===== src/rtl/dcache_write_buffer_pkg.sv =====
// Shared definitions for the data-cache write buffer: widths, FSM encoding, entry layout.
package dcache_write_buffer_pkg;

  localparam int ADDR_W = 6;
  localparam int DATA_W = 32;

  typedef enum logic [1:0] {
    ST_IDLE   = 2'd0,
    ST_MWRITE = 2'd1,
    ST_MREAD  = 2'd2
  } state_t;

  typedef struct packed {
    logic [ADDR_W-1:0] addr;
    logic [DATA_W-1:0] data;
  } entry_t;

endpackage


===== src/rtl/dcache_write_buffer_fifo.sv =====
// wbuf_fifo: circular buffer of pending block writes with a fully associative address lookup.
// The forwarded-data output exists only when WBUF_FORWARD_EN is defined.
module wbuf_fifo
  import dcache_write_buffer_pkg::*;
#(
  parameter int DEPTH = 4
) (
  input  logic              clk,
  input  logic              srst_n,
  input  logic              wr_en,
  input  logic              pop,
  input  logic [ADDR_W-1:0] lookup_addr,
  input  logic [DATA_W-1:0] wr_data,
  output logic              full,
  output logic              empty,
  output entry_t            head,
  output logic              match,
`ifdef WBUF_FORWARD_EN
  output logic [DATA_W-1:0] match_data,
`endif
  output logic              match_head
);

  localparam int PW = $clog2(DEPTH);

  entry_t           mem_reg [DEPTH];
  logic [PW-1:0]    head_reg;
  logic [PW-1:0]    tail_reg;
  logic [PW:0]      count_reg;
  logic [PW-1:0]    match_idx;
  logic [DEPTH-1:0] hit;
  logic             push;

  // A slot is live when its distance from head is below count; pointers wrap naturally.
  generate
    for (genvar gi = 0; gi < DEPTH; gi++) begin : g_slot
      logic [PW-1:0] offset;
      assign offset  = PW'(gi) - head_reg;
      assign hit[gi] = ({1'b0, offset} < count_reg) && (mem_reg[gi].addr == lookup_addr);
    end
  endgenerate

  always_comb begin
    match_idx = '0;
    for (int i = 0; i < DEPTH; i++) begin
      if (hit[i]) match_idx = PW'(i);
    end
  end

`ifdef WBUF_FORWARD_EN
  always_comb begin
    match_data = '0;
    for (int i = 0; i < DEPTH; i++) begin
      if (hit[i]) match_data = mem_reg[i].data;
    end
  end
`endif

  assign match      = |hit;
  assign match_head = hit[head_reg];
  assign head       = mem_reg[head_reg];
  assign full       = (count_reg == (PW+1)'(DEPTH));
  assign empty      = (count_reg == '0);
  assign push       = wr_en && !match;

  always_ff @(posedge clk) begin
    if (!srst_n) begin
      head_reg  <= '0;
      tail_reg  <= '0;
      count_reg <= '0;
    end else begin
      if (push) tail_reg <= tail_reg + 1'b1;
      if (pop)  head_reg <= head_reg + 1'b1;
      case ({push, pop})
        2'b10:   count_reg <= count_reg + 1'b1;
        2'b01:   count_reg <= count_reg - 1'b1;
        default: count_reg <= count_reg;
      endcase
    end
  end

  // Addresses stay unique: a hit rewrites data in place instead of allocating.
  always_ff @(posedge clk) begin
    if (wr_en) begin
      if (match) mem_reg[match_idx].data <= wr_data;
      else       mem_reg[tail_reg]       <= '{addr: lookup_addr, data: wr_data};
    end
  end

endmodule


===== src/rtl/dcache_write_buffer.sv =====
// Write buffer between a data cache and data memory: queues evictions, arbitrates memory reads vs drains.
// Defining WBUF_FORWARD_EN lets reads hitting a buffered block return its data without a memory access.
module dcache_write_buffer
  import dcache_write_buffer_pkg::*;
#(
  parameter int DEPTH = 4
) (
  input  logic              CLK,
  input  logic              RESET,
  input  logic              C_READ,
  input  logic              C_WRITE,
  input  logic [ADDR_W-1:0] C_ADDRESS,
  input  logic [DATA_W-1:0] C_WRITEDATA,
  output logic [DATA_W-1:0] C_READDATA,
  output logic              C_BUSYWAIT,
  output logic              MEM_READ,
  output logic              MEM_WRITE,
  output logic [ADDR_W-1:0] MEM_ADDRESS,
  output logic [DATA_W-1:0] MEM_WRITEDATA,
  input  logic [DATA_W-1:0] MEM_READDATA,
  input  logic              MEM_BUSYWAIT
);

  state_t            state_reg, state_next;
  logic              read_done_reg, read_done_next;
  logic [DATA_W-1:0] read_data_reg;
  logic [ADDR_W-1:0] read_addr_reg;

  logic   fifo_full, fifo_empty, match, match_head;
  entry_t head;
  logic   head_locked, wr_accept, read_ready, read_miss, mem_done, pop;
`ifdef WBUF_FORWARD_EN
  logic [DATA_W-1:0] match_data;
`endif

  wbuf_fifo #(.DEPTH(DEPTH)) u_fifo (
    .clk         (CLK),
    .srst_n      (RESET),
    .wr_en       (wr_accept),
    .pop         (pop),
    .lookup_addr (C_ADDRESS),
    .wr_data     (C_WRITEDATA),
    .full        (fifo_full),
    .empty       (fifo_empty),
    .head        (head),
    .match       (match),
`ifdef WBUF_FORWARD_EN
    .match_data  (match_data),
`endif
    .match_head  (match_head)
  );

  assign mem_done = (state_reg != ST_IDLE) && !MEM_BUSYWAIT;
  assign pop      = (state_reg == ST_MWRITE) && !MEM_BUSYWAIT;

  // The head being drained must not change under the memory, so a hit on it waits for retire.
  always_comb begin
    head_locked = (state_reg == ST_MWRITE) && match_head;
    wr_accept   = RESET && C_WRITE && !C_READ && (match ? !head_locked : !fifo_full);
`ifdef WBUF_FORWARD_EN
    read_ready  = read_done_reg || match;
`else
    read_ready  = read_done_reg;
`endif
    read_miss   = C_READ && !match && !read_done_reg;
    C_BUSYWAIT  = RESET && ((C_READ && !read_ready) || (C_WRITE && !wr_accept));

    read_done_next = read_done_reg;
    if ((state_reg == ST_MREAD) && mem_done) read_done_next = 1'b1;
    else if (!C_READ || !C_BUSYWAIT)         read_done_next = 1'b0;
  end

`ifdef WBUF_FORWARD_EN
  assign C_READDATA = (C_READ && match && !read_done_reg) ? match_data : read_data_reg;
`else
  assign C_READDATA = read_data_reg;
`endif

  always_ff @(posedge CLK) begin
    if (!RESET) state_reg <= ST_IDLE;
    else        state_reg <= state_next;
  end

  always_ff @(posedge CLK) begin
    if (!RESET) begin
      read_done_reg <= 1'b0;
      read_data_reg <= '0;
      read_addr_reg <= '0;
    end else begin
      read_done_reg <= read_done_next;
      if ((state_reg == ST_MREAD) && mem_done)                read_data_reg <= MEM_READDATA;
      if ((state_reg == ST_IDLE) && (state_next == ST_MREAD)) read_addr_reg <= C_ADDRESS;
    end
  end

  // A full buffer must drain first or writes could stall forever behind a read stream.
  always_comb begin
    state_next = state_reg;
    case (state_reg)
      ST_IDLE: begin
        if (fifo_full)        state_next = ST_MWRITE;
        else if (read_miss)   state_next = ST_MREAD;
        else if (!fifo_empty) state_next = ST_MWRITE;
      end
      ST_MWRITE, ST_MREAD: if (!MEM_BUSYWAIT) state_next = ST_IDLE;
      default: state_next = ST_IDLE;
    endcase
  end

  always_comb begin
    MEM_WRITE     = 1'b0;
    MEM_READ      = 1'b0;
    MEM_ADDRESS   = '0;
    MEM_WRITEDATA = '0;
    case (state_reg)
      ST_MWRITE: begin
        MEM_WRITE     = 1'b1;
        MEM_ADDRESS   = head.addr;
        MEM_WRITEDATA = head.data;
      end
      ST_MREAD: begin
        MEM_READ    = 1'b1;
        MEM_ADDRESS = read_addr_reg;
      end
      default: ;
    endcase
  end

endmodule

===== config.mk =====
export PLATFORM = sky130hd
export DESIGN_NAME = dcache_write_buffer
export DESIGN_NICKNAME = d
export VERILOG_FILES = /design/src/rtl/dcache_write_buffer_pkg.sv /design/src/rtl/dcache_write_buffer_fifo.sv /design/src/rtl/dcache_write_buffer.sv
export SDC_FILE = /design/constraint.sdc
export NUM_CORES = 1
export LEC_CHECK = 0
export CORE_ASPECT_RATIO = 0.5
export CORE_UTILIZATION = 50
export DETAILED_ROUTE_END_ITERATION = 7
export GPL_TIMING_DRIVEN = 0
export PLACE_DENSITY = 0.84
export SYNTH_ARGS = -nofsm -noshare
export SYNTH_HDL_FRONTEND = slang
export SYNTH_SLANG_ARGS = --single-unit

===== constraint.sdc =====
create_clock -name CLK -period 9.45 [get_ports CLK]
set_input_delay 0.945 -clock CLK [delete_from_list [all_inputs] [get_ports CLK]]
set_output_delay 0.945 -clock CLK [all_outputs]
set_load 0.005 [all_outputs]

=== Word-level counts from Yosys, hierarchy flattened ===
Memories as Yosys holds them, arrays and structs flattened. A register that Yosys moved wholly into a read port is not among the register bits.
Index checks and enable logic that the tools add are counted.
W data, S select, Z words.

* Equal/unequal tests: 10
* Order comparisons: 5
* Reductions and logical operators: 36
* Add/subtract/negate cells: 8
* Muxes and demuxes: 29

{| class="wikitable"
|+ Operators by type and width
! cell !! count
|-
| $mux W38 || 1
|-
| $reduce_or A38 Y1 || 1
|-
| $mux W32 || 1
|-
| $eq A6 B6 Y1 || 4
|-
| $mux W2 || 10
|-
| $logic_and A1 B1 Y1 || 18
|-
| $mux W1 || 13
|-
| $lt A2 B3 Y1 || 4
|-
| $pmux W6 S2 || 1
|-
| $logic_not A1 Y1 || 8
|-
| $eq A2 B2 Y1 const B || 3
|-
| $pmux W3 S2 || 1
|-
| $reduce_bool A2 Y1 || 3
|-
| $add A2 B1 Y2 const B || 2
|-
| $eq A2 B1 Y1 const B || 2
|-
| $pmux W2 S2 || 1
|-
| $reduce_or A4 Y1 || 1
|-
| $sub A1 B2 Y2 const A || 2
|-
| $sub A2 B2 Y2 const A || 2
|-
| $add A3 B1 Y3 const B || 1
|-
| $eq A3 B3 Y1 const B || 1
|-
| $logic_not A3 Y1 || 1
|-
| $lt A2 B3 Y1 const B || 1
|-
| $sub A3 B1 Y3 const B || 1
|-
| other kinds (4) || 5
|}

* Input bits: 75
* Memories: 1
* Bits in registers: 48
* Bits in writable memories: 152
* Output and inout port bits: 73

{| class="wikitable"
|+ Memory list
! name !! words !! bits a word !! rd ports !! clocked after memory_dff !! write ports !! RTL line !! text
|-
| u_fifo.mem_reg || 4 || 38 || 5 || 1 || 1 || dcache_write_buffer_fifo.sv:26 || <nowiki>entry_t mem_reg [DEPTH];</nowiki>
|}

=== Logic depth before layout (Yosys ltp) ===
Gate-level depths: netlist (run 1).

* Depth in word-level cells: 17
* Mapped depth: 15

=== By module ===
From an unflattened synthesis (run 1), not the netlist that was laid out.

* Cell total of the unflattened synthesis: 568
* Area total of the unflattened synthesis: 8406.8 µm²

{| class="wikitable"
|+ Modules (own cells, without submodules)
! module !! seq. area each (µm²) !! cells each !! times used !! area an instance (µm²)
|-
| wbuf_fifo || 4744.6 || 311 || 1 || 6374.9
|-
| dcache_write_buffer || 820.8 || 257 || 1 || 2031.9
|}

=== Worst setup path after synthesis (run 1) ===
OpenSTA, ideal clock, no wires.

* Path kind: input -> register
* From: input port C_ADDRESS[1]
* To: memory u_fifo.mem_reg[1][0] (netlist name) (enable)
* Path buffers: 1
* Slack: 4164 ps
* Data required time: 8982 ps
* Stages on the path: 7
* Library setup time: 468 ps
* Arrival time: 4818 ps
* Cells stage by stage: buf_2 xor2_1 a2111o_1 or3_4 a311oi_4 o211ai_1 nor3b_1

* Word-level cells in the longest chain between the ends: 12
* Elaborated cells on any way between the ends: 27
* Classes of those cells: eq/ne (4); mux (14); reduce/logical (9)

{| class="wikitable"
|+ RTL lines
! element !! RTL line !! text
|-
| start: declaration || dcache_write_buffer.sv:12 || <nowiki>input logic [ADDR_W-1:0] C_ADDRESS,</nowiki>
|-
| $eq A6 B6 Y1 || dcache_write_buffer_fifo.sv:39 || <nowiki>assign hit[gi] = ({1'b0, offset} < count_reg) && (mem_reg[gi].addr == lookup_addr);</nowiki>
|-
| $logic_and A1 B1 Y1 || dcache_write_buffer_fifo.sv:39 ||
|-
| $bmux W1 S2 || dcache_write_buffer_fifo.sv:60 || <nowiki>assign match_head = hit[head_reg];</nowiki>
|-
| $mux W1 (implied by the code) || dcache_write_buffer_fifo.sv:60 ||
|-
| $logic_and A1 B1 Y1 || dcache_write_buffer.sv:58 || <nowiki>head_locked = (state_reg == ST_MWRITE) && match_head;</nowiki>
|-
| $logic_not A1 Y1 || dcache_write_buffer.sv:59 || <nowiki>wr_accept = RESET && C_WRITE && !C_READ && (match ? !head_locked : !fifo_full);</nowiki>
|-
| $mux W1 || dcache_write_buffer.sv:59 ||
|-
| $logic_and A1 B1 Y1 || dcache_write_buffer.sv:59 ||
|-
| $mux W1 || dcache_write_buffer_fifo.sv:84 || <nowiki>if (wr_en) begin</nowiki>
|-
| $mux W1 (implied by the code) || dcache_write_buffer_fifo.sv:86 || <nowiki>else mem_reg[tail_reg] <= '{addr: lookup_addr, data: wr_data};</nowiki>
|-
| $reduce_or A38 Y1 (no line) || n/a ||
|-
| $mux W2 (no line) || n/a ||
|-
| end: declaration || dcache_write_buffer_fifo.sv:26 ||
|}

Parallel ways exist; a longest one is shown, timed or not. The select of a mux whose other input is x is not followed.

=== Worst setup path in the final report (run 1) ===
* From: input port C_ADDRESS[1]
* To: output port C_BUSYWAIT

* Word-level cells in the longest chain between the ends: 12
* Elaborated cells on any way between the ends: 19
* Classes of those cells: eq/ne (4); mux (3); reduce/logical (12)

{| class="wikitable"
|+ RTL lines
! element !! RTL line !! text
|-
| $eq A6 B6 Y1 || dcache_write_buffer_fifo.sv:39 ||
|-
| $logic_and A1 B1 Y1 || dcache_write_buffer_fifo.sv:39 ||
|-
| $bmux W1 S2 || dcache_write_buffer_fifo.sv:60 ||
|-
| $mux W1 (implied by the code) || dcache_write_buffer_fifo.sv:60 ||
|-
| $logic_and A1 B1 Y1 || dcache_write_buffer.sv:58 ||
|-
| $logic_not A1 Y1 || dcache_write_buffer.sv:59 ||
|-
| $mux W1 (*) || dcache_write_buffer.sv:59 ||
|-
| $logic_and A1 B1 Y1 (*) || dcache_write_buffer.sv:59 ||
|-
| $logic_not A1 Y1 (*) || dcache_write_buffer.sv:66 || <nowiki>C_BUSYWAIT = RESET && ((C_READ && !read_ready) || (C_WRITE && !wr_accept));</nowiki>
|-
| $logic_and A1 B1 Y1 (*) || dcache_write_buffer.sv:66 ||
|-
| $logic_or A1 B1 Y1 (*) || dcache_write_buffer.sv:66 ||
|-
| $logic_and A1 B1 Y1 (*) || dcache_write_buffer.sv:66 ||
|-
| end: declaration || dcache_write_buffer.sv:15 || <nowiki>output logic C_BUSYWAIT,</nowiki>
|}

Every way passes the cells marked *; elsewhere a longest branch is shown, timed or not. The select of a mux whose other input is x is not followed.

==> results.json, run 1 <==
{
  "clk_pin_slew_ns": 0.07,
  "crit_buf_inv": 3,
  "combPwrFrac": 0.076,
  "cts_buffer_depth": 3,
  "dieArea_um2": 17700,
  "layout_common_cells": "152 x edfxtp_1, 147 x clkdlybuf4s50_1, 86 x nand2_1",
  "cts_tree": "built",
  "antenna_found_initial": 0,
  "fp.dieW_um": 187,
  "grt_pass1_wl_um": 29300,
  "initial_core_util": 0.517,
  "worst_slew_margin_rel": 0.478,
  "final-setup-viol-count": 0,
  "crit_top_cell": "clkdlybuf4s50_1",
  "fillers": 1136,
  "power.density_nw_per_um2": 172,
  "status": "finished clean",
  "seq_area_frac_synth": 0.650,
  "cpMaxStageDelayCell": "a211oi_2",
  "cp-start-kind": "input port",
  "die_y_um": 94.5,
  "cts_setup_buffers": 0,
  "cp.required_ns": 8.51,
  "arrival_ns": 4.20,
  "fin_crit_sh": 0.544,
  "port_buffers": 147,
  "wl_per_cell_um": 18.6,
  "p_sw_mw": 0.397,
  "skew_ns": 0.0125,
  "final_max_slew_viol_count": 0,
  "ys.flop_type": "edfxtp_1",
  "clkLatencyLatePin_ns": 0.49,
  "core_um2": 16600,
  "hold_viol": 0,
  "insertedDiodeCount": 0,
  "drive_gt1_frac": 0.133,
  "vdd_drop_max_uv": 137,
  "cts_buffers": 19,
  "area_growth_pct": 29.9,
  "vias": 5663,
  "gp_congestion": 0.962,
  "ant_nets": 0,
  "rows": 33,
  "worst_pin_slew_ns": 0.784,
  "clkSinkCount": 202,
  "wirelength_um": 19000,
  "root_buffer": "clkbuf_16",
  "critPathKind": "in2out",
  "final_common_cell": "edfxtp_1",
  "cpLargestDelayFamily": "compound AO/OA/AOI/OAI gates",
  "place_inst": 984,
  "grt_max_degree": 17,
  "end_kind": "output port",
  "fin_hold_ws_ns": 0.458,
  "fin_area_um2": 11100,
  "crit_chain": "clkdlybuf4s50_1 -> buf_2 -> xor2_1 -> a2111o_1 -> o311ai_0 -> nand4b_1 -> a211oi_2 -> o221a_1 -> clkdlybuf4s50_1",
  "postPlaceCellArea_um2": 10500,
  "critPathMaxStageDelay_ns": 0.63,
  "htreeDepth": 1,
  "setup_tns_ns": 0,
  "synth_edf_count": 152,
  "synth_warnings": 0,
  "p_leak_nw": 3.59,
  "drtIter0Drc": 542,
  "dp_hpwl_um": 13200,
  "syn_area_um2": 8560,
  "cts-resized-gates": 0,
  "cap_violations": 0,
  "drc": 0,
  "grt_pass1_vias": 5688,
  "p_sw_frac": 0.208,
  "min_period_ns": 5.14,
  "crit_fanout": 6,
  "seqPwrFrac": 0.511,
  "first_pass_iters": 5,
  "overflow": 0,
  "max_freq_mhz": 195,
  "finalNonFillerCells": 1018,
  "pin_count": 148,
  "rsz0062_at_grt": "false",
  "synthCells": 598,
  "p_int_mw": 1.51,
  "syn-num-nets": 683,
  "track_usage": 0.214,
  "hold_buffers": 0,
  "p_clk_frac": 0.413,
  "final_nets": 863,
  "largest_reg_flops": 152,
  "avgSynthCellArea_um2": 14.3,
  "min-delay-path-class": "reg2reg",
  "synthArstFlopShare": 0,
  "ys_types": 52,
  "synth-seq-cells": 202,
  "viasPerCell": 5.56
}
-- layer usage --
metal / routed length [um] / global-route usage / up-vias
met5: 0 / 0 / -
met1: 7970 / 0.270 / 2813
met2: 9420 / 0.377 / 204
li1: - / - / 2607
met4: 460 / 0.0690 / 0
met3: 1130 / 0.0412 / 39
-- power groups by stage --
stage	Clock, mW	Combinational [mW]	Sequential [mW]
2_1_floorplan	0	0.0692	0.995
3_3_place_gp	0	0.138	0.995
3_5_place_dp	0	0.144	0.996
4_1_cts	0.800	0.145	0.976
5_1_grt	0.835	0.157	0.977
6_report	0.790	0.146	0.976
-- cells in the mapped netlist (all sizes together) (2+ instances only) --
cell type / instances / area [um^2]
a211oi: 3 / 27.5
o311ai: 8 / 70.1
and2: 34 / 213
or3: 4 / 35.0
a311oi: 2 / 35.0
nand3: 8 / 40.0
xor2: 17 / 149
a31oi: 14 / 87.6
a2111o: 3 / 33.8
o211ai: 2 / 15.0
nor3b: 5 / 52.6
mux4: 38 / 856
a21oi: 40 / 200
inv: 12 / 45.0
a22oi: 6 / 45.0
edfxtp: 152 / 4560
nor2: 12 / 45.0
ha: 9 / 113
o21ai: 3 / 15.0
clkbuf: 23 / 86.3
xnor2: 12 / 105
nor2b: 10 / 62.6
buf: 15 / 78.8
a211o: 7 / 61.3
dfxtp: 50 / 1000
nand2: 86 / 323
nor3: 8 / 51.3
-- stage by stage --
stage	power, mW	utilization	setup slack, ns
5_1_grt	1.97	0.671	4.21
3_5_place_dp	1.14	0.633	4.35
3_3_place_gp	1.13	0.623	1.76
2_1_floorplan	1.06	-	4.16
6_report	1.91	0.671	4.31
4_1_cts	1.92	0.671	4.35
-- area by class of cell --
type / count / area [um^2] / share of cell area
plain buffers: 38 / 165 / 0.0149
clock buffers: 26 / 522 / 0.0469
clock inverters: 8 / 116 / 0.0105
inverters: 12 / 45.0 / 0.00405
multi-input cells: 346 / 2810 / 0.253
flip-flops and latches: 202 / 5570 / 0.501
well taps: 227 / 284 / 0.0255
repair buffers: 159 / 1610 / 0.145
-- final timing paths --
check	from	to	slack, ns	cells after the start
worst max-delay path	C_ADDRESS[1]	C_BUSYWAIT	4.31	9
worst min-delay path	C_READDATA[13]	C_READDATA[13]	0.46	2
worst max register to register	u_fifo.count_reg[1]	u_fifo.count_reg[2]	5.89	13
worst min register to register	C_READDATA[13]	C_READDATA[13]	0.46	2
-- kinds of logic (layout without fill, tap and decap cells) --
logic type | after synthesis | after routing | synth area share
muxes | 39 | 39 | 0.101
DFF | 202 | 202 | 0.650
xor gates and xnor gates | 29 | 29 | 0.0297
adders and majority gates | 10 | 10 | 0.0155
and+or+nand+nor | 174 | 174 | 0.103
AOI/OAI and AO/OA | 94 | 94 | 0.0757
buffers and inverters | 50 | 243 | 0.0246
-- worst register-to-register path: cells and delay by family, from the launching register on --
kind,cells,cell delay [ns]
fa+ha+maj,3,0.76
flops,1,0.40
buf+inv,3,0.59
compound gates,2,0.54
simple gates,4,1.12
xor+xnor,1,0.08
Note: power is estimated with default switching activity, not from simulation.
==> inputs of run 2 (changes only) <==
--- a/config.mk
+++ b/config.mk
@@ -6,7 +6,7 @@
 export NUM_CORES = 1
 export LEC_CHECK = 0
 export CORE_ASPECT_RATIO = 0.5
-export CORE_UTILIZATION = 50
+export CORE_UTILIZATION = 48
 export DETAILED_ROUTE_END_ITERATION = 7
 export GPL_TIMING_DRIVEN = 0
 export PLACE_DENSITY = 0.84
==> constraint.sdc (replaced) <==
create_clock -name CLK -period 4.4 [get_ports CLK]
set_input_delay 0.44 -clock CLK [delete_from_list [all_inputs] [get_ports CLK]]
set_output_delay 0.44 -clock CLK [all_outputs]
set_load 0.005 [all_outputs]
==> results.json, run 2 (same netlist as run 1, synthesis figures left out) <==
{
  "end_kind": "output port",
  "hold_buffers": 0,
  "cts_buffer_depth": 3,
  "fin_area_um2": 11200,
  "clk_pin_slew_ns": 0.06,
  "final_nets": 859,
  "layout_common_cells": "152 x edfxtp_1, 147 x clkdlybuf4s50_1, 86 x nand2_1",
  "grt.met1_usage": 0.266,
  "min_from": "C_READDATA[9]",
  "vias": 5670,
  "die_y_um": 96.4,
  "cp.required_ns": 3.96,
  "track_usage": 0.206,
  "cpMaxStageDelayCell": "a211oi_4",
  "drc": 0,
  "fp.dieW_um": 191,
  "gp_congestion": 0.908,
  "worst_pin_slew_ns": 0.867,
  "wirelength_um": 19400,
  "critPathKind": "reg2out",
  "top_usage_layer": "met2",
  "htreeDepth": 1,
  "status": "finished clean",
  "clkSinkCount": 202,
  "r2r_start": "u_fifo.count_reg[1]",
  "initial_core_util": 0.492,
  "met3_usage": 0.0423,
  "critPathMaxStageDelay_ns": 0.60,
  "port_buffers": 147,
  "hold_viol": 0,
  "viasPerCell": 5.55,
  "rsz0062_at_grt": "false",
  "postPlaceCellArea_um2": 10600,
  "grt_pass1_vias": 5516,
  "grt_pass1_wl_um": 29100,
  "insertedDiodeCount": 0,
  "final_common_cell": "edfxtp_1",
  "arrival_ns": 3.73,
  "first_pass_iters": 5,
  "crit_chain": "buf_2 -> xnor2_1 -> ha_1 -> a2111o_1 -> o311ai_0 -> nand4b_1 -> a211oi_4 -> o221a_1 -> clkdlybuf4s50_1",
  "root_buffer": "clkbuf_16",
  "overflow": 0,
  "dp_hpwl_um": 13300,
  "worst_slew_margin_rel": 0.422,
  "core_um2": 17400,
  "cts_tree": "built",
  "worstSetupStartpoint": "u_fifo.head_reg[0]",
  "p_leak_nw": 3.57,
  "setup_tns_ns": 0,
  "finalPower_mw": 4.04,
  "place_inst": 987,
  "grt_max_degree": 18,
  "pin_count": 148,
  "drive_gt1_frac": 0.131,
  "drtIter0Drc": 449,
  "cts_buffers": 19,
  "ant_nets": 0,
  "skew_ns": 0.0129,
  "grt_use_met2": 0.360,
  "cap_violations": 0,
  "max_freq_mhz": 240,
  "min_period_ns": 4.17,
  "wl_per_cell_um": 19.0,
  "antenna_found_initial": 1,
  "dieArea_um2": 18400,
  "area_growth_pct": 30.5,
  "finalNonFillerCells": 1021,
  "min-delay-path-class": "reg2reg",
  "power.density_nw_per_um2": 362,
  "cp-start-kind": "flip-flop",
  "vdd_drop_max_uv": 220,
  "final_max_slew_viol_count": 0,
  "final-setup-viol-count": 0,
  "crit_fanout": 8,
  "clkLatencyLatePin_ns": 0.49,
  "fin_crit_sh": 0.947,
  "rows": 34,
  "largest_reg_flops": 152
}
-- run 2: cell count changes in the layout (fill, tap and decap cells not counted), moves of 2 or more --
cell | before | now
buf_16 | 0 | 5
buf_6 | 10 | 1
clkinv_1 | 3 | 1
clkinv_2 | 0 | 4
nor3_2 | 2 | 0
nor3_4 | 1 | 3
-- run 2: layer usage --
| layer | vias to the layer above | wire length [um] |
|---|---|---|
| met3 | 39 | 1500 |
| met4 | 0 | 311 |
| li1 | 2598 | - |
| met2 | 243 | 9720 |
| met5 | - | 0 |
| met1 | 2790 | 7900 |
-- run 2: path summary, 6_finish.rpt --
check	to	slack [ns]	cells past startpoint
setup / recovery	C_BUSYWAIT	0.23	9
hold / removal	C_READDATA[9]	0.45	2
setup reg to reg	u_fifo.count_reg[2]	0.77	13
hold reg to reg	C_READDATA[9]	0.45	2
-- run 2: timing repair --
item | in CTS | in global routing
gates resized for setup | 0 | 1
endpoints found under the setup margin | 0 | 1
buffers inserted | 0 | 0
-- run 2: critical path: cells and delay by family, from the launching register on --
family,cells,cell delay (ns)
compound gates,4,1.68
xor+xnor,1,0.12
fa+ha+maj,1,0.20
buf+inv,2,0.71
flops,1,0.32
simple gates,1,0.21
-- run 2: metrics by stage --
stage | hold slack, ns | util | setup WS, ns
after global placement | 0.442 | 0.594 | -0.911
after detailed placement | 0.447 | 0.606 | 0.149
after CTS | 0.455 | 0.641 | 0.00636
after floorplan | 0.446 | - | 0.590
final | 0.454 | 0.642 | 0.234
after global routing | 0.479 | 0.642 | 0.0542
-- run 2: layout make-up --
type / count / area, um^2
Multi-Input combinational cell: 346 / 2840
Clock buffer: 25 / 508
Fill cell: 1275 / 6230
Tap cell: 234 / 293
Clock inverter: 9 / 100
Buffer: 38 / 165
Timing Repair Buffer: 155 / 1650
Inverter: 12 / 45.0
Sequential cell: 202 / 5570
-- run 2: where the power goes --
group | internal, mW | switching, mW | total, mW
registers | 2.08 | 0.0160 | 2.10
clock network | 0.937 | 0.690 | 1.63
logic | 0.163 | 0.152 | 0.315
